===== config.mk =====
export PLATFORM = sky130hd
export DESIGN_NAME = intctl
export DESIGN_NICKNAME = d
export VERILOG_FILES = /design/src/rtl/intctl.sv
export SDC_FILE = /design/constraint.sdc
export NUM_CORES = 1
export LEC_CHECK = 0
export ABC_AREA = 1
export CELL_PAD_IN_SITES_DETAIL_PLACEMENT = 0
export CELL_PAD_IN_SITES_GLOBAL_PLACEMENT = 2
export CORE_MARGIN = 4
export CORE_UTILIZATION = 33
export DETAILED_ROUTE_END_ITERATION = 8
export GPL_TIMING_DRIVEN = 0
export PLACE_DENSITY_LB_ADDON = 0.1
export REMOVE_ABC_BUFFERS = 1
export SLEW_MARGIN = 30
export SYNTH_ARGS = -nofsm -noshare
export SYNTH_HDL_FRONTEND = slang
export SYNTH_SLANG_ARGS = --single-unit
export TNS_END_PERCENT = 10

===== constraint.sdc =====
create_clock -name i_clk -period 2.4 [get_ports i_clk]
set_clock_uncertainty 0.15 [all_clocks]
set_input_delay 0.48 -clock i_clk [delete_from_list [all_inputs] [get_ports i_clk]]
set_output_delay 0.48 -clock i_clk [all_outputs]
set_load 0.05 [all_outputs]

===== src/rtl/intctl.sv =====
// -----------------------------------------------------------------------------
// intctl -- interrupt controller feeding the sequencer's single INTRQ input.
//
// Collects NLINES asynchronous interrupt sources and turns them into one
// registered request plus a vector. Each line gets a synchroniser, edge or
// level capture, an enable bit and a fixed priority (line 0 highest). The
// sequencer acknowledges with a one-cycle ACK, which latches the winning
// vector. It ends the service routine with a one-cycle EOI.
//
// Optional build macro: INTCTL_NEST_EN
//   defined   : in-service register plus priority mask. Only a strictly
//               higher-priority line may interrupt a line that is in service.
//               EOI retires the highest-priority in-service line.
//   undefined : no in-service register. o_inserv reads 0 and i_eoi is ignored.
//               Nesting is left to the sequencer's own interrupt-enable bit.
//
// Ports
//   i_clk        system clock, rising edge
//   i_rst_n      asynchronous active-low reset
//   i_irq_in     raw interrupt sources, active-high, asynchronous
//   i_en_we      enable register write strobe
//   i_en_wd      enable register write data
//   i_ack        sequencer acknowledge pulse (latches vector)
//   i_eoi        sequencer end-of-interrupt pulse
//   o_intrq      registered interrupt request to the sequencer
//   o_vector     {spurious, line[2:0]} latched at ACK
//   o_pending    pending register (status)
//   o_inserv     in-service register (status)
// -----------------------------------------------------------------------------
module intctl #(
    parameter int          NLINES      = 8,
    parameter int          SYNC_STAGES = 2,
    parameter logic [7:0]  EDGE_LINES  = 8'hFF
) (
    input  logic              i_clk,
    input  logic              i_rst_n,
    input  logic [NLINES-1:0] i_irq_in,
    input  logic              i_en_we,
    input  logic [NLINES-1:0] i_en_wd,
    input  logic              i_ack,
    input  logic              i_eoi,
    output logic              o_intrq,
    output logic [3:0]        o_vector,
    output logic [NLINES-1:0] o_pending,
    output logic [NLINES-1:0] o_inserv
);

    localparam logic [NLINES-1:0] EDGE_MASK    = EDGE_LINES[NLINES-1:0];
    localparam logic [3:0]        VEC_SPURIOUS = 4'b1000;

    // Synchroniser chain: r_sync[0] faces the pins, the last stage is "s".
    logic [NLINES-1:0] r_sync [SYNC_STAGES];

    logic [NLINES-1:0] r_prev;
    logic [NLINES-1:0] r_pending;
    logic [NLINES-1:0] r_enable;
    logic              r_intrq;
    logic [3:0]        r_vector;

    logic [NLINES-1:0] w_s;
    logic [NLINES-1:0] w_rise;
    logic [NLINES-1:0] w_inserv;
    logic [NLINES-1:0] w_eligible;
    logic [NLINES-1:0] w_win_oh;
    logic [2:0]        w_win_idx;
    logic              w_any;
    logic              w_take;
    logic [NLINES-1:0] w_pending_nxt;

    // -------------------------------------------------------------------------
    // Input synchronisers
    // -------------------------------------------------------------------------
    always_ff @(posedge i_clk or negedge i_rst_n) begin
        if (!i_rst_n) begin
            for (int k = 0; k < SYNC_STAGES; k++) begin
                r_sync[k] <= '0;
            end
        end else begin
            r_sync[0] <= i_irq_in;
            for (int k = 1; k < SYNC_STAGES; k++) begin
                r_sync[k] <= r_sync[k-1];
            end
        end
    end

    assign w_s    = r_sync[SYNC_STAGES-1];
    assign w_rise = w_s & ~r_prev;

    // -------------------------------------------------------------------------
    // Eligibility: an in-service line masks itself and every lower-priority
    // line. Without nesting support w_inserv is constant zero, so this reduces
    // to pending & enable.
    // -------------------------------------------------------------------------
    always_comb begin
        logic v_blocked;
        v_blocked  = 1'b0;
        w_eligible = '0;
        for (int i = 0; i < NLINES; i++) begin
            v_blocked     = v_blocked | w_inserv[i];
            w_eligible[i] = r_pending[i] & r_enable[i] & ~v_blocked;
        end
    end

    // Fixed priority: scan from the top so the lowest eligible index wins.
    always_comb begin
        w_win_idx = '0;
        w_win_oh  = '0;
        for (int i = NLINES - 1; i >= 0; i--) begin
            if (w_eligible[i]) begin
                w_win_idx   = 3'(i);
                w_win_oh    = '0;
                w_win_oh[i] = 1'b1;
            end
        end
    end

    assign w_any  = |w_eligible;
    assign w_take = i_ack & w_any;

    // Edge lines hold until acknowledged. A fresh edge in the ACK cycle keeps
    // the bit set so that the edge is not lost. Level lines simply follow s.
    always_comb begin
        w_pending_nxt = r_pending;
        for (int i = 0; i < NLINES; i++) begin
            if (EDGE_MASK[i]) begin
                w_pending_nxt[i] = (r_pending[i] & ~(w_take & w_win_oh[i])) | w_rise[i];
            end else begin
                w_pending_nxt[i] = w_s[i];
            end
        end
    end

    // -------------------------------------------------------------------------
    // Main state
    // -------------------------------------------------------------------------
    always_ff @(posedge i_clk or negedge i_rst_n) begin
        if (!i_rst_n) begin
            r_prev    <= '0;
            r_pending <= '0;
            r_enable  <= '0;
            r_intrq   <= 1'b0;
            r_vector  <= VEC_SPURIOUS;
        end else begin
            r_prev    <= w_s;
            r_pending <= w_pending_nxt;
            if (i_en_we) begin
                r_enable <= i_en_wd;
            end
            // The request drops for one cycle after ACK so that the sequencer
            // never sees a stale request from the line it just took.
            r_intrq <= w_any & ~i_ack;
            if (i_ack) begin
                // A withdrawn request still gets a vector, marked spurious.
                r_vector <= w_any ? {1'b0, w_win_idx} : VEC_SPURIOUS;
            end
        end
    end

    // -------------------------------------------------------------------------
    // In-service tracking
    // -------------------------------------------------------------------------
`ifdef INTCTL_NEST_EN
    logic [NLINES-1:0] r_inserv;
    logic [NLINES-1:0] w_eoi_clr;

    // EOI retires the lowest set bit. That bit is the most recently nested
    // and highest-priority routine. x & (~x + 1) isolates it.
    assign w_eoi_clr = i_eoi ? (r_inserv & (~r_inserv + NLINES'(1))) : '0;

    // A winner always has a lower index than every in-service bit, so the set
    // and clear below never collide on the same bit.
    always_ff @(posedge i_clk or negedge i_rst_n) begin
        if (!i_rst_n) begin
            r_inserv <= '0;
        end else begin
            r_inserv <= (r_inserv & ~w_eoi_clr) | (w_take ? w_win_oh : '0);
        end
    end

    assign w_inserv = r_inserv;
`else
    logic w_unused;
    assign w_unused = i_eoi;
    assign w_inserv = '0;
`endif

    assign o_intrq   = r_intrq;
    assign o_vector  = r_vector;
    assign o_pending = r_pending;
    assign o_inserv  = w_inserv;

endmodule


==> summary.md <==
| Metric | Value |
|---|---|
| Status | `finished, final reports clean` |
| Comb power frac | `22.4%` |
| Core Area | `4850 µm²` |
| Vias per Instance | `4.17` |
| Syn Inst Count | `146` |
| Largest family of logic cells by synthesized area | `simple AND/OR/NAND/NOR gates` |
| GRT Util Overall | `9.97%` |
| CTS sink cnt | `45` |
| Vias in the first global route | `1060` |
| Initial core utilization | `35.1%` |
| ANT cells | `0` |
| Clock root cell | `clkbuf_8` |
| Clock Power Share | `30.2%` |
| Residual DRC | `0` |
| Post-DP Area | `2070 µm²` |
| Nets@finish | `205` |
| Fin worst setup slack | `157 ps` |
| DRT antenna net count | `0` |
| Final WL | `2790 µm` |
| Initial antenna violation count | `0` |
| Fmax | `0.446 GHz` |
| Worst skew pair latency | `290 ps` |
| I/O Pins | `42` |
| RSZ-0062 raised after global routing | `no` |
| Critical Path Slowest Stage Cell | `clkdlybuf4s50_1` |
| Unique masters post-synth | `24` |
| CP cell instances | `clkdlybuf4s50_1` |
| Delay of the slowest critical-path stage | `790 ps` |
| Clk pin slew, worst setup/hold paths | `80 ps` |
| Top delay family on crit path | `buffers and inverters` |
| Post-synthesis compound-gate area fraction | `2.87%` |
| Pre-CTS setup slack | `334 ps` |
| Seq cells post-synth | `45` |
| Peak supply drop | `0.395 mV` |
| Slew HR | `66.5%` |
| Post-synthesis adder-cell area fraction | `0%` |
| Top-area cell type share of the netlist area | `64.8%` |
| Switching Share | `30.0%` |
| Crit path arrival time | `1610 ps` |
| Critical Path Sink Type | `output port` |
| Minimum clock period | `2240 ps` |
| Pwr dens | `833 nW/µm²` |
| Non-Filler Cell Area, Final | `2190 µm²` |
| I/O Buffers | `32` |
| Slew @ Worst Pin | `500 ps` |
| Mux cell area share after synthesis | `5.30%` |
| Pint | `1280 µW` |
| Sequential power share | `47.3%` |
| Reg2Reg Setup Slack | `1020 ps` |
| TritonCTS buffer count | `5` |
| Sequential-to-total area share from yosys stat | `66.3%` |
| Synth Warn # | `0` |
| Leading area contributor after synthesis | `dfrtp_1` |
| WS Path Type | `reg -> out` |
| Fin Hold WS | `204 ps` |
| Global-route wire length before repair | `4770 µm` |
| Fin crit share | `93.5%` |
| Die area | `6360 µm²` |
| Grt ovf | `0` |
| Worst EP required | `1770 ps` |
| Sw Pwr | `548 µW` |
| CTS tree | `yes` |
| Post-Synth Simple-Gate Area | `16.9%` |
| Drt pass-1 iters | `4` |
| WP buf/inv | `1` |
| Largest net degree at the start of global routing | `30` |
| Die Wd | `79.8 µm` |
| Placer congestion estimate | `0.675` |
| Crit start category | `register` |
| Final HPWL from detailed placement | `2140 µm` |
| Min-Delay Path Class | `reg -> reg` |
| # setup viols final | `0` |
| Max_cap viols | `0` |
| XOR/XNOR Fraction of Synth Area | `0%` |
| Max-slew violations | `0` |
| Syn avg cell area | `11.6 µm²` |
| Worst-path fanout max | `2` |
| Initial DRC count | `22` |
| Worst-case clock buffer depth | `2` |
| Synth area leaders | `dfrtp_1, nand2_1, mux2_2` |
| CTS H-tree depth | `2` |
| Final Hold Fails | `0` |
| Cell Area, Synth | `1700 µm²` |
| Area Overhead vs Synth | `28.8%` |
| P_leak | `0.00105 µW` |
| Layout cells sized above 1 | `15.7%` |
| Via count | `1050` |
| Fill cell count | `474` |
| Rows | `25` |
| Die Ht | `79.8 µm` |
| Average wire per standard cell | `11.1 µm` |
[Yosys cell counts]
master and number:
inv_1 18, o21a_1 1, buf_2 1, nand3_2 1, nand2_4 3, o21ai_1 1, nor2_4 1, o22ai_1 1
nand2_1 34, buf_4 8, conb_1 1, dfstp_2 1, nand2_2 4, mux2_2 8, buf_6 1, nand3_1 5
o21ai_0 4, nor2_2 1, nor2_1 1, nor3_1 1, a21oi_1 2, nand4_1 3, nor2_8 1, dfrtp_1 44
[registers in the layout (all words and copies together) (netlist names)]
| name | count |
|---|---|
| r_sync | 8 |
| r_enable | 8 |
| o_intrq | 1 |
| r_prev | 8 |
| o_pending | 8 |
| w_s | 8 |
| o_vector | 4 |
[placed cells by master (no fill, tap or decap), drive strengths merged]
master	instances
bufinv	1
mux2	8
a21oi	2
clkbuf	6
nor2	4
buf	2
o22ai	1
nor3	1
dfrtp	44
o21a	1
nand4	3
inv	18
nand3	6
dlygate4sd3	1
o21ai	5
clkdlybuf4s50	31
clkinv	1
nand2	41
conb	8
dfstp	1
[metal layers]
layer / wire length, µm / vias to the layer above / part of all wire [%] / global-route usage (%)
met3: 194 / 5 / 7.0 / 3.61
li1: - / 514 / - / -
met4: 65 / 0 / 2.3 / 5.07
met2: 1260 / 30 / 45 / 15.1
met1: 1270 / 501 / 45 / 12.5
met5: 0 / - / 0 / 0
[stage by stage]
step | setup TNS [ps] | cells | total power (µW) | utilization, %
global placement | -17700 | 242 | 1280 | 42.4
detailed placement | 0 | 243 | 1290 | 42.7
global route | 0 | 252 | 1920 | 45.2
finish | 0 | 252 | 1830 | 45.2
CTS | 0 | 252 | 1860 | 45.2
floorplan | 0 | 143 | 1140 | -
[power by group through the flow]
stage | Clock, µW | Combinational (µW) | Sequential, µW
detailed placement | 0 | 413 | 881
global placement | 0 | 407 | 878
floorplan | 0 | 158 | 985
global route | 603 | 443 | 876
CTS | 582 | 416 | 866
finish | 551 | 409 | 864
[final cells by class]
class	count	area, µm²	area share, %
clock buffer	6	72.6	3.31
sequential	45	1130	51.5
tap	67	83.8	3.83
clock inverter	2	38.8	1.77
multi-input combinational	80	455	20.8
timing repair buffer	34	345	15.8
inverter	18	67.6	3.08
[path summary, 6_finish.rpt]
kind | start | cells after the start | end
setup / recovery | o_vector[3] | 1 | o_vector[3]
hold / removal | r_sync[15] | 0 | w_s[7]
setup reg to reg | o_pending[3] | 8 | o_pending[7]
hold reg to reg | r_sync[15] | 0 | w_s[7]
max in group asynchronous | i_rst_n | 3 | r_sync[8]
min in group asynchronous | i_rst_n | 2 | r_sync[15]
[repair_timing]
item                      CTS  global route
gates resized for setup     0             0
setup buffers               0             0
hold buffers                1             0
hold endpoints to repair   15             0
[logic make-up after synthesis]
kind of cell           after synthesis
DFF                                 45
and+or+nand+nor                     55
buffers and inverters               28
AOI/OAI and AO/OA                    9
other                                1
muxes                                8
No activity file was read; power rests on OpenSTA's default activity.
